--- config.mk ---
export PLATFORM = sky130hd
export DESIGN_NAME = id_ex_stage_flat
export DESIGN_NICKNAME = d
export VERILOG_FILES = /design/src/rtl/id_ex_if.sv /design/src/rtl/id_ex_stage.sv /design/src/flat_wrapper.sv
export SDC_FILE = /design/constraint.sdc
export NUM_CORES = 1
export LEC_CHECK = 0
export ABC_CLOCK_PERIOD_IN_PS = 2600
export CORE_UTILIZATION = 47
export DETAILED_ROUTE_END_ITERATION = 7
export DONT_BUFFER_PORTS = 1
export PLACE_DENSITY_LB_ADDON = 0.15
export SYNTH_ARGS = -nofsm -noshare
export SYNTH_HDL_FRONTEND = slang
export SYNTH_SLANG_ARGS = --single-unit
--- constraint.sdc ---
create_clock -name clock -period 2.6 [get_ports clock]
set_input_delay 0.52 -clock clock [delete_from_list [all_inputs] [get_ports clock]]
set_output_delay 0.52 -clock clock [all_outputs]
set_load 0.01 [all_outputs]
--- src/rtl/id_ex_if.sv ---
// Decode-to-execute bundle: decoded instruction fields in, registered ALU
// operands and downstream controls out.
interface id_ex_if #(
  parameter int WIDTH   = 32,
  parameter int REGBITS = 5
);
  logic               id_valid;
  logic               stall;
  logic               flush;
  logic [5:0]         opcode;
  logic [5:0]         funct;
  logic [WIDTH-1:0]   rs_data;
  logic [WIDTH-1:0]   rt_data;
  logic [15:0]        imm;
  logic [REGBITS-1:0] rt;
  logic [REGBITS-1:0] rd;

  logic               ex_valid;
  logic [3:0]         alu_control;
  logic [WIDTH-1:0]   alu_in1;
  logic [WIDTH-1:0]   alu_in2;
  logic [WIDTH-1:0]   store_data;
  logic [REGBITS-1:0] dest_reg;
  logic               reg_write;
  logic               mem_read;
  logic               mem_write;
  logic               mem_to_reg;
  logic               branch;
  logic               illegal;

  modport master (
    output id_valid, stall, flush, opcode, funct, rs_data, rt_data, imm, rt, rd,
    input  ex_valid, alu_control, alu_in1, alu_in2, store_data, dest_reg,
           reg_write, mem_read, mem_write, mem_to_reg, branch, illegal
  );

  modport slave (
    input  id_valid, stall, flush, opcode, funct, rs_data, rt_data, imm, rt, rd,
    output ex_valid, alu_control, alu_in1, alu_in2, store_data, dest_reg,
           reg_write, mem_read, mem_write, mem_to_reg, branch, illegal
  );
endinterface

--- src/rtl/id_ex_stage.sv ---
// ID/EX pipeline register: decodes opcode/funct into ALU control and
// downstream controls, with stall hold, flush bubble and illegal detect.
module id_ex_stage #(
  parameter int WIDTH   = 32,
  parameter int REGBITS = 5
) (
  input logic   clock,
  input logic   reset,
  id_ex_if.slave bus
);
  typedef struct packed {
    logic               ex_valid;
    logic [3:0]         alu_control;
    logic [WIDTH-1:0]   alu_in1;
    logic [WIDTH-1:0]   alu_in2;
    logic [WIDTH-1:0]   store_data;
    logic [REGBITS-1:0] dest_reg;
    logic               reg_write;
    logic               mem_read;
    logic               mem_write;
    logic               mem_to_reg;
    logic               branch;
  } ex_t;

  localparam logic [3:0] ALU_ADD = 4'b0010;
  localparam logic [3:0] ALU_SUB = 4'b0110;
  localparam logic [3:0] ALU_SLT = 4'b0111;

  ex_t              q, nxt;
  logic             ill_q, nxt_ill, legal;
  logic [WIDTH-1:0] sext;

  assign sext = {{(WIDTH-16){bus.imm[15]}}, bus.imm};

  always_comb begin
    nxt             = '0;
    legal           = 1'b1;
    nxt.ex_valid    = 1'b1;
    nxt.alu_in1     = bus.rs_data;
    nxt.store_data  = bus.rt_data;
    case (bus.opcode)
      6'b000000: begin
        nxt.alu_in2   = bus.rt_data;
        nxt.dest_reg  = bus.rd;
        nxt.reg_write = 1'b1;
        case (bus.funct)
          6'b100000, 6'b100001: nxt.alu_control = ALU_ADD;
          6'b100010, 6'b100011: nxt.alu_control = ALU_SUB;
          6'b101010:            nxt.alu_control = ALU_SLT;
          default:              legal = 1'b0;
        endcase
      end
      6'b100011: begin
        nxt.alu_control = ALU_ADD;
        nxt.alu_in2     = sext;
        nxt.dest_reg    = bus.rt;
        nxt.reg_write   = 1'b1;
        nxt.mem_read    = 1'b1;
        nxt.mem_to_reg  = 1'b1;
      end
      6'b101011: begin
        nxt.alu_control = ALU_ADD;
        nxt.alu_in2     = sext;
        nxt.mem_write   = 1'b1;
      end
      6'b001000: begin
        nxt.alu_control = ALU_ADD;
        nxt.alu_in2     = sext;
        nxt.dest_reg    = bus.rt;
        nxt.reg_write   = 1'b1;
      end
      6'b001010: begin
        nxt.alu_control = ALU_SLT;
        nxt.alu_in2     = sext;
        nxt.dest_reg    = bus.rt;
        nxt.reg_write   = 1'b1;
      end
      6'b000100: begin
        nxt.alu_control = ALU_SUB;
        nxt.alu_in2     = bus.rt_data;
        nxt.branch      = 1'b1;
      end
      default: legal = 1'b0;
    endcase
    // Writes to register 0 are architecturally discarded
    if (nxt.dest_reg == '0) nxt.reg_write = 1'b0;
    nxt_ill = bus.id_valid && !legal;
    if (!bus.id_valid || !legal) nxt = '0;
  end

  always_ff @(posedge clock) begin
    if (reset) begin
      q     <= '0;
      ill_q <= 1'b0;
    end else if (bus.flush) begin
      q     <= '0;
      ill_q <= 1'b0;
    end else if (bus.stall) begin
      ill_q <= 1'b0;
    end else begin
      q     <= nxt;
      ill_q <= nxt_ill;
    end
  end

  assign bus.ex_valid    = q.ex_valid;
  assign bus.alu_control = q.alu_control;
  assign bus.alu_in1     = q.alu_in1;
  assign bus.alu_in2     = q.alu_in2;
  assign bus.store_data  = q.store_data;
  assign bus.dest_reg    = q.dest_reg;
  assign bus.reg_write   = q.reg_write;
  assign bus.mem_read    = q.mem_read;
  assign bus.mem_write   = q.mem_write;
  assign bus.mem_to_reg  = q.mem_to_reg;
  assign bus.branch      = q.branch;
  assign bus.illegal     = ill_q;
endmodule

--- src/flat_wrapper.sv ---
// flat-port wrapper written by rule: the top's interface ports become plain ports
module id_ex_stage_flat 
#(
  parameter int WIDTH   = 32,
  parameter int REGBITS = 5
)
  (clock, reset, bus_id_valid, bus_stall, bus_flush, bus_opcode, bus_funct, bus_rs_data, bus_rt_data, bus_imm, bus_rt, bus_rd, bus_ex_valid, bus_alu_control, bus_alu_in1, bus_alu_in2, bus_store_data, bus_dest_reg, bus_reg_write, bus_mem_read, bus_mem_write, bus_mem_to_reg, bus_branch, bus_illegal);
  id_ex_if #(.WIDTH(WIDTH), .REGBITS(REGBITS)) bus_i ();
  input logic clock;
  input logic reset;
  input wire logic [$bits(bus_i.id_valid)-1:0] bus_id_valid;
  input wire logic [$bits(bus_i.stall)-1:0] bus_stall;
  input wire logic [$bits(bus_i.flush)-1:0] bus_flush;
  input wire logic [$bits(bus_i.opcode)-1:0] bus_opcode;
  input wire logic [$bits(bus_i.funct)-1:0] bus_funct;
  input wire logic [$bits(bus_i.rs_data)-1:0] bus_rs_data;
  input wire logic [$bits(bus_i.rt_data)-1:0] bus_rt_data;
  input wire logic [$bits(bus_i.imm)-1:0] bus_imm;
  input wire logic [$bits(bus_i.rt)-1:0] bus_rt;
  input wire logic [$bits(bus_i.rd)-1:0] bus_rd;
  output wire logic [$bits(bus_i.ex_valid)-1:0] bus_ex_valid;
  output wire logic [$bits(bus_i.alu_control)-1:0] bus_alu_control;
  output wire logic [$bits(bus_i.alu_in1)-1:0] bus_alu_in1;
  output wire logic [$bits(bus_i.alu_in2)-1:0] bus_alu_in2;
  output wire logic [$bits(bus_i.store_data)-1:0] bus_store_data;
  output wire logic [$bits(bus_i.dest_reg)-1:0] bus_dest_reg;
  output wire logic [$bits(bus_i.reg_write)-1:0] bus_reg_write;
  output wire logic [$bits(bus_i.mem_read)-1:0] bus_mem_read;
  output wire logic [$bits(bus_i.mem_write)-1:0] bus_mem_write;
  output wire logic [$bits(bus_i.mem_to_reg)-1:0] bus_mem_to_reg;
  output wire logic [$bits(bus_i.branch)-1:0] bus_branch;
  output wire logic [$bits(bus_i.illegal)-1:0] bus_illegal;
  assign bus_i.id_valid = bus_id_valid;
  assign bus_i.stall = bus_stall;
  assign bus_i.flush = bus_flush;
  assign bus_i.opcode = bus_opcode;
  assign bus_i.funct = bus_funct;
  assign bus_i.rs_data = bus_rs_data;
  assign bus_i.rt_data = bus_rt_data;
  assign bus_i.imm = bus_imm;
  assign bus_i.rt = bus_rt;
  assign bus_i.rd = bus_rd;
  assign bus_ex_valid = bus_i.ex_valid;
  assign bus_alu_control = bus_i.alu_control;
  assign bus_alu_in1 = bus_i.alu_in1;
  assign bus_alu_in2 = bus_i.alu_in2;
  assign bus_store_data = bus_i.store_data;
  assign bus_dest_reg = bus_i.dest_reg;
  assign bus_reg_write = bus_i.reg_write;
  assign bus_mem_read = bus_i.mem_read;
  assign bus_mem_write = bus_i.mem_write;
  assign bus_mem_to_reg = bus_i.mem_to_reg;
  assign bus_branch = bus_i.branch;
  assign bus_illegal = bus_i.illegal;
  id_ex_stage #(.WIDTH(WIDTH), .REGBITS(REGBITS)) u_core (.clock(clock), .reset(reset), .bus(bus_i));
endmodule
==> impl_metrics.env <==
export IMPL_hpwlAfterDp_mm=7.06
export IMPL_slew_viol_final=0
export IMPL_synthTopCellsByArea="dfxtp_1 (51%), nand2_1 (9.2%), o21ai_2 (8.1%)"
export IMPL_clockBufferDepth=2
export IMPL_p_int_mw=2.10
export IMPL_syn_area_per_cell_um2=8.50
export IMPL_drive_gt1_frac=0.148
export IMPL_grt_max_degree=62
export IMPL_viasPerCell=5.44
export IMPL_die_w_um=98.2
export IMPL_wl_per_cell_um=16.4
export IMPL_p_clk_frac=0.348
export IMPL_setup_tns_ns=0
export IMPL_post_cts_buffers=0
export IMPL_status="finished, violations left"
export IMPL_placed_cells=594
export IMPL_crit_path_start="bus_opcode[5]"
export IMPL_setup_violations=0
export IMPL_ctsHtreeMaxLevel=3
export IMPL_post_cts_resize_count=0
export IMPL_ys_seq_area_frac=0.507
export IMPL_io_pins=219
export IMPL_fmax_mhz=559
export IMPL_die_h_um=98.2
export IMPL_nets=604
export IMPL_finish_utilization=0.520
export IMPL_netlist_area_leader_share=0.507
export IMPL_ant_nets=0
export IMPL_min_path_cells=2
export IMPL_numPortBuffers=0
export IMPL_syn_area_um2=4350
export IMPL_drc=14
export IMPL_finalCritPeriodShare=0.688
export IMPL_vias=3316
export IMPL_ys_ff_latch=110
export IMPL_drt_iter0_drc=169
export IMPL_dieArea_um2=9630
export IMPL_antenna_found_initial=0
export IMPL_globalRoute_totalOverflow=0
export IMPL_hold_buffers=0
export IMPL_max_slew_worst_pin_slew_ns=0.688
export IMPL_final_cells=609
export IMPL_cts_root_buffer_cell="clkbuf_8"
export IMPL_total_power_mw=2.75
export IMPL_clkTransAtPathRegs_ns=0.11
export IMPL_cts_tree="done"
export IMPL_r2r_start="u_core.bus.dest_reg[4]"
export IMPL_num_antenna_cells=0
export IMPL_cp_start_kind="input pin"
export IMPL_r2r_cells=2
export IMPL_p_per_area_nw_per_um2=598
export IMPL_power_frac_seq=0.614
export IMPL_cts_buffers=9
export IMPL_wirelength_mm=9.99
export IMPL_maxSlewHeadroom=0.542
export IMPL_path_class="in2reg"
export IMPL_p_switching_mw=0.653
export IMPL_rsz0062_at_grt="false"
export IMPL_pwr_share_comb=0.037
export IMPL_min_from="bus_rt_data[27]"
export IMPL_layout_setup_ws_ns=0.812
export IMPL_finalClockSkew_ns=0
export IMPL_yosys_area_top_type="dfxtp_1"
export IMPL_crit_arrival_ns=2.02
export IMPL_drv_cap=0
export IMPL_crit_required_ns=2.83
export IMPL_finalHoldViolCount=0
export IMPL_ys_types=40
export IMPL_core_area_um2=8850
export IMPL_endpoint_kind="register"
export IMPL_switching_share=0.237
export IMPL_area_growth_pct=5.90
export IMPL_violations="design-rule violations"
export IMPL_clk_latency_ns=0.35
export IMPL_period_minus_slack_ns=1.79
export IMPL_routabilityCongestion=0.746
export IMPL_core_rowCount=34
export IMPL_peakVddDrop_uv=245
export IMPL_start_util=0.491
export IMPL_grt_pass1_vias=3084
export IMPL_cp_max_fo=40
export IMPL_ys_warn_count=0
export IMPL_synth_fp_nets=618
export IMPL_leakage_nw=1.77
export IMPL_synthCells=511
export IMPL_fillCellCount=895
export IMPL_gr_usage_all_layers=0.204
export IMPL_grt_pass1_wl_mm=15.6
export IMPL_cts_sinks=110
export IMPL_pre_cts_ws_ns=0.405
export IMPL_dr_pass1_iters=7
export IMPL_worst_hold_path_type="in2reg"
-- area by class of cell --
cell class,instances,area [µm²],share of cell area
inverters,66,248,0.0538
well taps,108,135,0.0294
multi-input cells,300,1740,0.377
clock inverters,5,43.8,0.00952
flip-flops and latches,110,2200,0.479
clock buffers,10,138,0.0299
repair buffers,10,100,0.0218
-- metrics by stage --
stage	hold slack, ns	instance area, µm²
global route	0.258	4600
finish	0.286	4600
floorplan	0.478	4350
detailed placement	0.495	4420
global placement	0.491	4420
CTS	0.261	4600
-- cells in the mapped netlist (all sizes together) --
| library cell | instances |
|---|---|
| a2111oi | 1 |
| a211o | 1 |
| a211oi | 6 |
| a21boi | 1 |
| a21oi | 23 |
| a222oi | 5 |
| a22o | 2 |
| a22oi | 17 |
| a31oi | 1 |
| a32oi | 3 |
| and4b | 1 |
| buf | 12 |
| clkbuf | 23 |
| conb | 1 |
| dfxtp | 110 |
| inv | 66 |
| nand2 | 107 |
| nand2b | 2 |
| nand3 | 1 |
| nand4b | 3 |
| nor2 | 8 |
| nor2b | 2 |
| nor3 | 6 |
| nor3b | 1 |
| nor4 | 3 |
| nor4b | 1 |
| o21ai | 97 |
| o31ai | 1 |
| o41ai | 1 |
| or2 | 2 |
| or3 | 2 |
| or3b | 1 |
-- worst max-delay path, cell delays in order --
cell and delay (ns):
and4b_1 0.18, a211o_1 0.33, a32oi_4 0.53, buf_12 0.32, o21ai_0 0.13
-- path summary, 6_finish.rpt --
kind,to,slack (ns)
max,u_core.bus.alu_in2[1],0.81
min,u_core.bus.store_data[27],0.29
max reg2reg,u_core.bus.dest_reg[4],1.65
min reg2reg,u_core.bus.store_data[31],0.51
-- cell usage in the layout, fill, tap and decap left out, types with 2 or more instances in the layout --
master and n:
a211oi_1 5, a21oi_1 23, a222oi_1 5, a22o_1 2
a22oi_1 17, a32oi_1 2, buf_12 2, buf_4 8
clkbuf_8 10, clkinv_4 2, clkinvlp_4 2, dfxtp_1 110
inv_1 66, nand2_1 107, nand2b_1 2, nand4b_1 3
nor2_1 7, nor2b_1 2, nor3_1 5, nor4_1 2
o21ai_0 57, o21ai_2 40, or2_2 2
-- cells by family (layout without fill, tap and decap cells) --
family | Yosys count | after routing | share of synthesized area
other | 1 | 1 | 0.000863
AND/OR/NAND/NOR | 140 | 140 | 0.143
AO/OA/AOI/OAI | 159 | 159 | 0.250
flip-flops | 110 | 110 | 0.507
buffers and inverters | 101 | 91 | 0.0996
-- power groups by stage --
| stage | logic, mW | clock network (mW) | registers, mW |
|---|---|---|---|
| global placement | 0.102 | 0 | 1.73 |
| global route | 0.116 | 1.06 | 1.69 |
| finish | 0.102 | 0.959 | 1.69 |
| floorplan | 0.0944 | 0 | 1.73 |
| detailed placement | 0.103 | 0 | 1.73 |
| CTS | 0.103 | 0.992 | 1.69 |
-- routing by layer --
| layer | vias up | wire [µm] | track usage | share of wire |
|---|---|---|---|---|
| met2 | 134 | 4890 | 0.341 | 0.49 |
| met3 | 17 | 997 | 0.0737 | 0.10 |
| li1 | 1651 | - | - | - |
| met4 | 0 | 199 | 0.0953 | 0.020 |
| met5 | - | 0 | 0 | 0 |
| met1 | 1514 | 3900 | 0.232 | 0.39 |
(Power assumes the default switching activity.)
